`config.mk`:
```
export PLATFORM = sky130hd
export DESIGN_NAME = led_frame_writer
export DESIGN_NICKNAME = d
export VERILOG_FILES = /design/src/rtl/led_frame_writer.sv
export SDC_FILE = /design/constraint.sdc
export NUM_CORES = 1
export LEC_CHECK = 0
export CAP_MARGIN = 0
export CORE_MARGIN = 2
export CORE_UTILIZATION = 58
export CTS_CLUSTER_DIAMETER = 100
export DETAILED_ROUTE_END_ITERATION = 8
export PLACE_DENSITY_LB_ADDON = 0.3
export REMOVE_ABC_BUFFERS = 1
export SYNTH_ARGS = -nofsm -noshare
export SYNTH_HDL_FRONTEND = slang
export SYNTH_SLANG_ARGS = --single-unit
```
`constraint.sdc`:
```
create_clock -name clk -period 3.1 [get_ports clk]
set_input_delay 0.465 -clock clk [delete_from_list [all_inputs] [get_ports clk]]
set_output_delay 0.465 -clock clk [all_outputs]
set_load 0.005 [all_outputs]
```
`src/rtl/led_frame_writer.sv`:
```
// Double-buffered 8x8 LED frame store: CPU writes the back bank, the scanner reads the front bank,
// and banks swap only at a scan frame boundary. Define LED_FB_COPY_ON_SWAP_EN to refill the back bank after a swap.
module led_frame_writer #(
  parameter int unsigned ROWS  = 8,
  parameter int unsigned START = 1,
  parameter int unsigned END   = 8
) (
  input  logic       clk,
  input  logic       reset,
  input  logic       wr_valid,
  output logic       wr_ready,
  input  logic [2:0] wr_addr,
  input  logic [7:0] wr_data,
  input  logic       commit,
  output logic       swap_done,
  output logic       front_sel,
  input  logic [7:0] scan_addr,
  output logic [7:0] scan_row
);

  localparam int unsigned IDX_W = (ROWS > 1) ? $clog2(ROWS) : 1;

  typedef enum logic [1:0] {
    IDLE,
    PENDING,
    SWAP
`ifdef LED_FB_COPY_ON_SWAP_EN
    , COPY
`endif
  } state_e;

  state_e           state_q;
  logic [7:0]       bank_q [2][ROWS];
  logic             front_sel_q;
  logic             wr_ready_q;
  logic             swap_done_q;
  logic [7:0]       scan_row_q;
  logic [7:0]       prev_addr_q;
`ifdef LED_FB_COPY_ON_SWAP_EN
  logic [IDX_W-1:0] copy_idx_q;
`endif

  logic             scan_in_range_c;
  logic             boundary_c;
  logic             wr_fire_c;
  logic             wr_keep_c;
  logic [IDX_W-1:0] scan_idx_c;
  logic [IDX_W-1:0] wr_idx_c;

  // Address decode and frame-boundary detect (first cycle back at START after leaving it)
  always_comb begin
    scan_in_range_c = (32'(scan_addr) >= START) && (32'(scan_addr) <= END);
    scan_idx_c      = IDX_W'(32'(scan_addr) - START);
    boundary_c      = (32'(scan_addr) == START) && (32'(prev_addr_q) != START);
    wr_fire_c       = wr_valid && wr_ready_q;
    wr_keep_c       = 32'(wr_addr) < ROWS;
    wr_idx_c        = IDX_W'(wr_addr);
  end

  always_ff @(posedge clk) begin
    if (!reset) begin
      state_q     <= IDLE;
      front_sel_q <= 1'b0;
      wr_ready_q  <= 1'b0;
      swap_done_q <= 1'b0;
      scan_row_q  <= 8'h00;
      prev_addr_q <= 8'(START);
      for (int b = 0; b < 2; b++) begin
        for (int r = 0; r < int'(ROWS); r++) begin
          bank_q[b][r] <= 8'h00;
        end
      end
`ifdef LED_FB_COPY_ON_SWAP_EN
      copy_idx_q  <= '0;
`endif
    end else begin
      // Scanner read path runs every cycle regardless of FSM state
      prev_addr_q <= scan_addr;
      scan_row_q  <= scan_in_range_c ? bank_q[front_sel_q][scan_idx_c] : 8'h00;
      swap_done_q <= 1'b0;

      case (state_q)
        IDLE: begin
          wr_ready_q <= 1'b1;
          if (wr_fire_c && wr_keep_c) begin
            bank_q[~front_sel_q][wr_idx_c] <= wr_data;
          end
          if (commit) begin
            state_q    <= PENDING;
            wr_ready_q <= 1'b0;
          end
        end

        PENDING: begin
          wr_ready_q <= 1'b0;
          if (boundary_c) begin
            state_q <= SWAP;
          end
        end

        SWAP: begin
          front_sel_q <= ~front_sel_q;
          swap_done_q <= 1'b1;
`ifdef LED_FB_COPY_ON_SWAP_EN
          copy_idx_q  <= '0;
          wr_ready_q  <= 1'b0;
          state_q     <= COPY;
`else
          wr_ready_q  <= 1'b1;
          state_q     <= IDLE;
`endif
        end

`ifdef LED_FB_COPY_ON_SWAP_EN
        // front_sel_q already points at the new front bank here
        COPY: begin
          bank_q[~front_sel_q][copy_idx_q] <= bank_q[front_sel_q][copy_idx_q];
          if (32'(copy_idx_q) == ROWS - 1) begin
            wr_ready_q <= 1'b1;
            state_q    <= IDLE;
          end else begin
            copy_idx_q <= copy_idx_q + IDX_W'(1);
            wr_ready_q <= 1'b0;
          end
        end
`endif

        default: begin
          wr_ready_q <= 1'b0;
          state_q    <= IDLE;
        end
      endcase
    end
  end

  assign wr_ready  = wr_ready_q;
  assign swap_done = swap_done_q;
  assign front_sel = front_sel_q;
  assign scan_row  = scan_row_q;

endmodule

```
**Word-level counts from Yosys, hierarchy flattened**

Memory sizes are Yosys's and may differ from the RTL's. A register that Yosys moved wholly into a read port is not among the register bits.
Index checks and enable logic that the tools add are counted.

- Add/subtract/negate cells: 1
- $lt $le $gt $ge: 5
- Equal/unequal tests: 6
- Multiplexer cells: 21
- Bitwise logic cells: 3
- Reductions and logical operators: 8

Operators by type and width:

| kind | number |
|---|---|
| $mux 64 | 3 |
| $reduce_or 64->1 | 1 |
| $bmux 8 s3 | 1 |
| $demux 8 s3 | 1 |
| $mux 8 | 3 |
| $mux 1 | 9 |
| $eq 8x1->1 const B | 1 |
| $ge 4x4->1 const B | 2 |
| $ge 8x1->1 const B | 1 |
| $le 8x4->1 const B | 1 |
| $ne 8x1->1 const B | 1 |
| $not 3->4 | 2 |
| $logic_and 1x1->1 | 4 |
| $lt 4x1->1 const B | 1 |
| $mux 2 | 2 |
| $ne 2x2->1 const B | 2 |
| $pmux 2 s2 | 1 |
| $reduce_and 2->1 | 2 |
| $sub 3x1->3 const B | 1 |
| $eq 2x1->1 const B | 1 |
| $eq 2x2->1 const B | 1 |
| $logic_not 2->1 | 1 |
| $pmux 1 s2 | 1 |
| $not 1->1 | 1 |

- Flip-flop bits (word level): 21
- Memory bits (writable): 128
- Input port bits: 23
- Output and inout bits: 11
- Memories kept: 1

Memories:

| memory | depth | bits a word | read ports | clocked after Yosys merged registers in | write ports | line | RTL |
|---|---|---|---|---|---|---|---|
| bank_q | 2 | 64 | 1 | 1 | 2 | 33 | `logic [7:0] bank_q [2][ROWS];` |

**Logic depth before layout (Yosys ltp)**

Gate-level depths: netlist of the first run.

- Word-level depth: 8
- Gate-level depth with buffers: 7

**Worst setup path before layout of the first run**

Ideal clock, no wire load.

- Path kind: in2reg
- From: input port scan_addr[0]
- To: register scan_row_q[0], in the netlist scan_row[0]
- Setup time: 0.129 ns
- Arrival: 2.243 ns
- Data required time: 2.971 ns
- Setup slack: 0.728 ns
- Stages: 7
- Buffers on the path: 2
- Path through: inv_2 -> buf_1 -> ha_1 -> clkbuf_1 -> mux4_2 -> mux2i_1 -> o22ai_1

- Longest elaborated chain between the ends: 5
- Elaborated cells on any way between the ends: 9
- Classes of those cells: add/sub (1); order compare (2); mux (3); bitwise (1); reduce/logical (2)

Ends and longest elaborated chain:

| what | line | RTL |
|---|---|---|
| start: declaration | 17 | `input logic [7:0] scan_addr,` |
| $sub 3x1->3 | 53 | `scan_idx_c = IDX_W'(32'(scan_addr) - START);` |
| $not 3->4 (not written as such) | 79 | `scan_row_q <= scan_in_range_c ? bank_q[front_sel_q][scan_idx_c] : 8'h00;` |
| $bmux 8 s3 | 79 |  |
| $mux 8 (not written as such) (2 in series) | 79 |  |
| end signal: assignment | 79 |  |
| end: declaration | 37 | `logic [7:0] scan_row_q;` |

Parallel ways exist; a longest one is shown, timed or not. The select of a mux whose other input is x is not followed.
A chain may end at the register's enable or synchronous reset.

==> results.yml, run 1 <==
run_status:
  status: "completed"
sta:
  tightestPinTransition_ns: 0.611
  maxSlewHeadroom_pct: 59.3
  skew_ns: 0.0102
  rsz0062_at_grt: "no"
  fin_crit_sh_pct: 70.2
  timing.hold.ws_ns: 0.519
  setup_viol: 0
  timing.fmax_mhz: 459
  period_needed_ns: 2.18
  hold_violations: 0
  tns_ns: 0
  slew_viol_final: 0
synthesis:
  synth_seq_cells: 150
  syn_area_per_cell_um2: 16.7
  synth_cells: 373
  synth_top_area_cell: "edfxtp_1"
  synth_area_um2: 6240
  synth_top_area_share_pct: 61.6
  ys_seq_area_share_pct: 68.6
  yosysWarningCount: 0
  ys_types: 33
  synth_area_leaders: "edfxtp_1 62%, mux4_2 12%, and2_1 8.8%"
setup_path:
  reg2regPathDepth: 4
  worst-path-max-fanout: 9
  r2r_slack_ns: 0.96
  critPathKind: "primary input to flip-flop"
  critPathLaunchType: "primary input"
  r2r_end: "bank_q[0][59]"
  critPathCaptureType: "flip-flop"
  required_ns: 3.28
  timing.rr.start: "state_q[0]"
  worstPathArrival_ns: 2.36
place:
  dp_hpwl_mm: 8.69
  placed_cells: 546
  gp_routability_congestion: 0.812
  io_buffers: 33
detailed_routing:
  wl_met2_mm: 6.89
  wl_met3_um: 881
  antenna_left: 0
  drt-vias-per-instance: 6.00
  via_count: 3466
  drt-total-wl_mm: 12.9
  dr.max_layer_used: "met4"
  wire_per_inst_um: 22.4
  drt_iter0_drc: 312
  route.detailed.drc: 0
  drt-met1-wl_mm: 4.95
  drt_first_pass_iters: 5
power_and_ir_drop:
  p_total_w: 0.00449
  p_per_area_nw_per_um2: 604
  seqPwrFrac_pct: 50.7
  p_leak_nw: 2.71
  clockPowerShare_pct: 43.8
  p_sw_share_pct: 21.1
  peakVddDrop_v: 0.000475
  internal_power_w: 0.00354
  combinationalPowerShare_pct: 5.5
  switching_power_w: 0.000948
grt:
  grt_pass1_wl_mm: 19.8
  grt_antenna_before_repair: 0
  grt_overflow: 0
  grt_pass1_vias: 3516
  track_usage_pct: 24.6
  grt_max_degree: 33
clock_tree:
  post_cts_buffers: 0
  cts_tree: "done"
  root_buffer: "clkbuf_8"
  cts.repair.resized: 0
  cts_buffer_depth: 2
  clk_pin_slew_worst_paths_ns: 0.06
  cts_buffers: 17
  worstSkewPairLatency_ns: 0.52
  clkSinkCount: 150
  cts_max_level: 4
  cts_hold_buf: 0
floorplan:
  num_rows: 37
  chipWidth_um: 108
  core-area_um2: 10400
  die-area_um2: 11600
  start_util_pct: 60.2
  die_height_um: 108
  ios: 34
layout:
  fin_cells: 578
  area_delta_synth_final_pct: 19.0
  fin_nets: 454
  final_cell_mix: "128 x edfxtp_1, 88 x and2_1, 33 x clkdlybuf4s50_1"
  drive_above_1_share_pct: 20.6
  final_common_cell: "edfxtp_1"
  antenna_cells: 0
  fin_util_pct: 71.7
hold_path:
  hold_path_depth: 1
  min_path_type: "flip-flop to flip-flop"
  holdPathEnd: "wr_ready"
  min-delay-start: "state_q[0]"
flow_run:
  maxCapViolations: 0
[sequential cells by signal, indices dropped and copies added, names as in the netlist, named ones only]
name / flops
bank_q: 128
prev_addr_q: 8
wr_ready: 1
state_q: 2
swap_done: 1
front_sel: 1
scan_row: 8
[cells in the mapped netlist]
cell type / number
dfxtp_1: 22
inv_2: 1
nor2_1: 8
and3_1: 1
clkbuf_1: 9
o22ai_1: 9
xor2_1: 1
nand2b_1: 10
nor4b_1: 1
nor4_2: 2
nand3_1: 3
o21ai_0: 10
nor4_1: 3
and2_1: 88
buf_1: 2
mux4_2: 32
nor3_4: 1
a2111oi_0: 1
edfxtp_1: 128
ha_1: 2
nand2_1: 4
nand3b_1: 1
nor2_2: 3
inv_1: 3
a21oi_1: 1
o31ai_1: 1
mux2i_1: 16
xnor2_1: 1
and4_1: 2
a211oi_1: 1
nand4b_4: 1
buf_2: 4
or4b_1: 1
[logic make-up after synthesis]
group | Yosys count | synth area share, %
xor+xnor | 2 | 0.281
simple gates | 129 | 13.2
buf+inv | 19 | 1.22
fa+ha+maj | 2 | 0.401
flops | 150 | 68.6
compound gates | 23 | 2.16
mux | 48 | 14.1
[critical path, cell delays in order]
cell and delay [ns]:
clkdlybuf4s50_1 0.52, nand4b_4 0.15, or4b_1 0.56, nor3_4 0.28
nand2b_1 0.38
[cell type report]
cell class	count	area, um^2
clock inverters	13	146
repair buffers	52	498
fillers	650	2940
multi-input cells	204	1880
flip-flops and latches	150	4290
clock buffers	19	432
well taps	136	170
inverters	4	15.0
[power groups by stage]
stage,Combinational (W),Sequential (W),Clock [W]
floorplan,0.000127,0.00231,0
global placement,0.000241,0.00231,0
detailed placement,0.000246,0.00232,0
CTS,0.000248,0.00228,0.00199
global route,0.000263,0.00228,0.00206
finish,0.000245,0.00228,0.00196
[metal layers]
metal / global-route usage (%) / vias up
li1: - / 1547
met1: 30.4 / 1743
met2: 42.2 / 160
met3: 6.05 / 16
met4: 9.34 / 0
met5: 0 / -
[per-stage QoR]
step	instance area [um^2]	worst slack (ns)
after floorplan	6180	0.672
after global placement	6850	0.440
after detailed placement	6850	0.376
after CTS	7430	0.940
after global routing	7430	0.811
final	7430	0.924
[worst max-delay path by stage]
stage / slack [ns] / end / depth (start not counted) / startpoint
2_1_floorplan: 0.67 / scan_row[0] / 3 / flip-flop
3_3_place_gp: 0.44 / bank_q[0][62] / 5 / reset
3_5_place_dp: 0.38 / bank_q[0][62] / 5 / reset
4_1_cts: 0.94 / bank_q[0][60] / 5 / reset
5_1_grt: 0.81 / bank_q[0][60] / 5 / reset
6_report: 0.92 / bank_q[0][59] / 5 / reset
Power figures use the tool's default switching activity.
==> inputs of run 2 (changes only) <==
Settings changed: CORE_UTILIZATION 58 to 54.
Clock period 3.1 ns to 1.84 ns, I/O delays scaled along.
==> run 2 against run 1 <==
  * Combinational power up 110%
  * Register-to-register slack worse by 0.86 ns
  * Clock power up 72%
  * Clock skew down 0.0056 ns
  * First-iteration DRC count is 21% lower
  * Sequential power increased by 68%
  * Sequential share of layout area shrank 3.2 points
  * Non-clock buffer count grew 42
  * Sequential cell count did not move
  * Final cell count grew 8.5%
  * Hold slack worse by 0.093 ns
  * Critical path type unchanged
  * Largest cell class unchanged
  * Largest power group unchanged
==> results.yml, run 2 (synthesis gave the netlist of run 1 again) <==
place:
  io_buffers: 33
  placed_cell_area_um2: 7300
  dp_hpwl_mm: 9.48
  gp_routability_congestion: 0.799
clock_tree:
  cts_buffers: 17
  worstSkewPairLatency_ns: 0.43
  cts_tree: "done"
  cts_buffer_depth: 2
  clkSinkCount: 150
  cts_hold_buf: 0
  clk_pin_slew_worst_paths_ns: 0.06
  cts_max_level: 4
  root_buffer: "clkbuf_16"
layout:
  design_area_um2: 7880
  nFillCells: 748
  fin_nets: 496
  final_cell_mix: "128 x edfxtp_1, 88 x and2_1, 51 x buf_4"
  drive_above_1_share_pct: 28.9
  largest_reg_flops: 128
  fin_util_pct: 69.3
  area_delta_synth_final_pct: 26.2
  regMostFlops: "bank_q"
  final_common_cell: "edfxtp_1"
  antenna_cells: 0
setup_path:
  required_ns: 2.13
  reg2regPathDepth: 4
  critPathKind: "primary input to flip-flop"
  worstPathArrival_ns: 2.07
  worst-path-max-fanout: 17
  critPathLaunchType: "primary input"
  critPathCaptureType: "flip-flop"
detailed_routing:
  drt_first_pass_iters: 6
  drt_iter0_drc: 245
  route.detailed.drc: 0
  drt-vias-per-instance: 5.66
  via_count: 3549
  antenna_left: 0
  drt-total-wl_mm: 13.5
  wire_per_inst_um: 21.5
flow_run:
  maxCapViolations: 0
grt:
  grt_pass1_vias: 3839
  grt_overflow: 0
  grt_antenna_before_repair: 0
  grt_pass1_wl_mm: 21.4
  grt_max_degree: 30
  track_usage_pct: 23.8
power_and_ir_drop:
  p_leak_nw: 2.95
  p_total_w: 0.00772
  p_per_area_nw_per_um2: 980
  peakVddDrop_v: 0.000652
floorplan:
  core-area_um2: 11400
  chipWidth_um: 112
  start_util_pct: 54.9
  num_rows: 39
  die-area_um2: 12400
  ios: 34
  die_height_um: 112
sta:
  hold_violations: 0
  setup_viol: 0
  timing.fmax_mhz: 562
  rsz0062_at_grt: "no"
  period_needed_ns: 1.78
  tightestPinTransition_ns: 0.449
  maxSlewHeadroom_pct: 70.0
  timing.hold.ws_ns: 0.426
  slew_viol_final: 0
  tns_ns: 0
  skew_ns: 0.00460
  fin_crit_sh_pct: 96.7
hold_path:
  min_path_type: "primary input to flip-flop"
  hold_path_depth: 2
run_status:
  status: "completed"
## run 2: cell count changes in the layout (fill, tap and decap cells not counted), moves of 2 or more
cell,delta
buf_4,+34
buf_12,+8
clkbuf_8,-2
clkinv_2,+2
dfxtp_1,-2
dfxtp_2,+2
mux2i_1,-2
mux2i_2,+2
## run 2: metrics by stage
stage               setup slack [ns]  instances
CTS                          0.00718        628
detailed placement            -0.488        597
floorplan                     -0.588        358
global placement              -0.460        597
global route                0.000639        627
finish                        0.0615        627
## run 2: where the power goes
group | leakage, nW | internal, W | switching (W) | total [W]
Clock | 0.280 | 0.00200 | 0.00138 | 0.00337
Sequential | 1.50 | 0.00380 | 0.0000356 | 0.00383
Combinational | 1.17 | 0.000256 | 0.000254 | 0.000510
Total | 2.95 | 0.00605 | 0.00167 | 0.00772
## run 2: final cells by class
class	instances	area, um^2	share of cell area (%)
Sequential cell	150	4290	54.4
Timing Repair Buffer	94	913	11.6
Clock inverter	15	155	1.97
Clock buffer	17	425	5.40
Multi-Input combinational cell	204	1900	24.2
Tap cell	143	179	2.27
Inverter	4	15.0	0.191
## run 2: critical path, cell delays in order
cell	delay [ns]
clkdlybuf4s50_1	0.49
inv_2	0.05
ha_1	0.31
buf_12	0.19
buf_12	0.14
mux4_2	0.30
mux2i_1	0.16
o22ai_1	0.15
## run 2: per-layer routing
metal	GRT usage (%)	part of all wire, %	up-vias
li1	-	-	1630
met1	29.7	40	1778
met2	40.7	52	113
met3	4.95	5.9	28
met4	10.3	2.9	0
met5	0	0	-
## run 2: final timing paths
path | start | end | slack, ns
worst max-delay path | scan_addr[0] | scan_row[4] | 0.06
worst min-delay path | commit | wr_ready | 0.43
worst max register to register | state_q[0] | bank_q[0][41] | 0.10
worst min register to register | state_q[0] | wr_ready | 0.53
## run 2: what timing repair did
item / in CTS / in global routing
gates cloned: 0 / 0
endpoints found under the setup margin: 24 / 9
buffers inserted: 0 / 0
gates resized for setup: 3 / 4
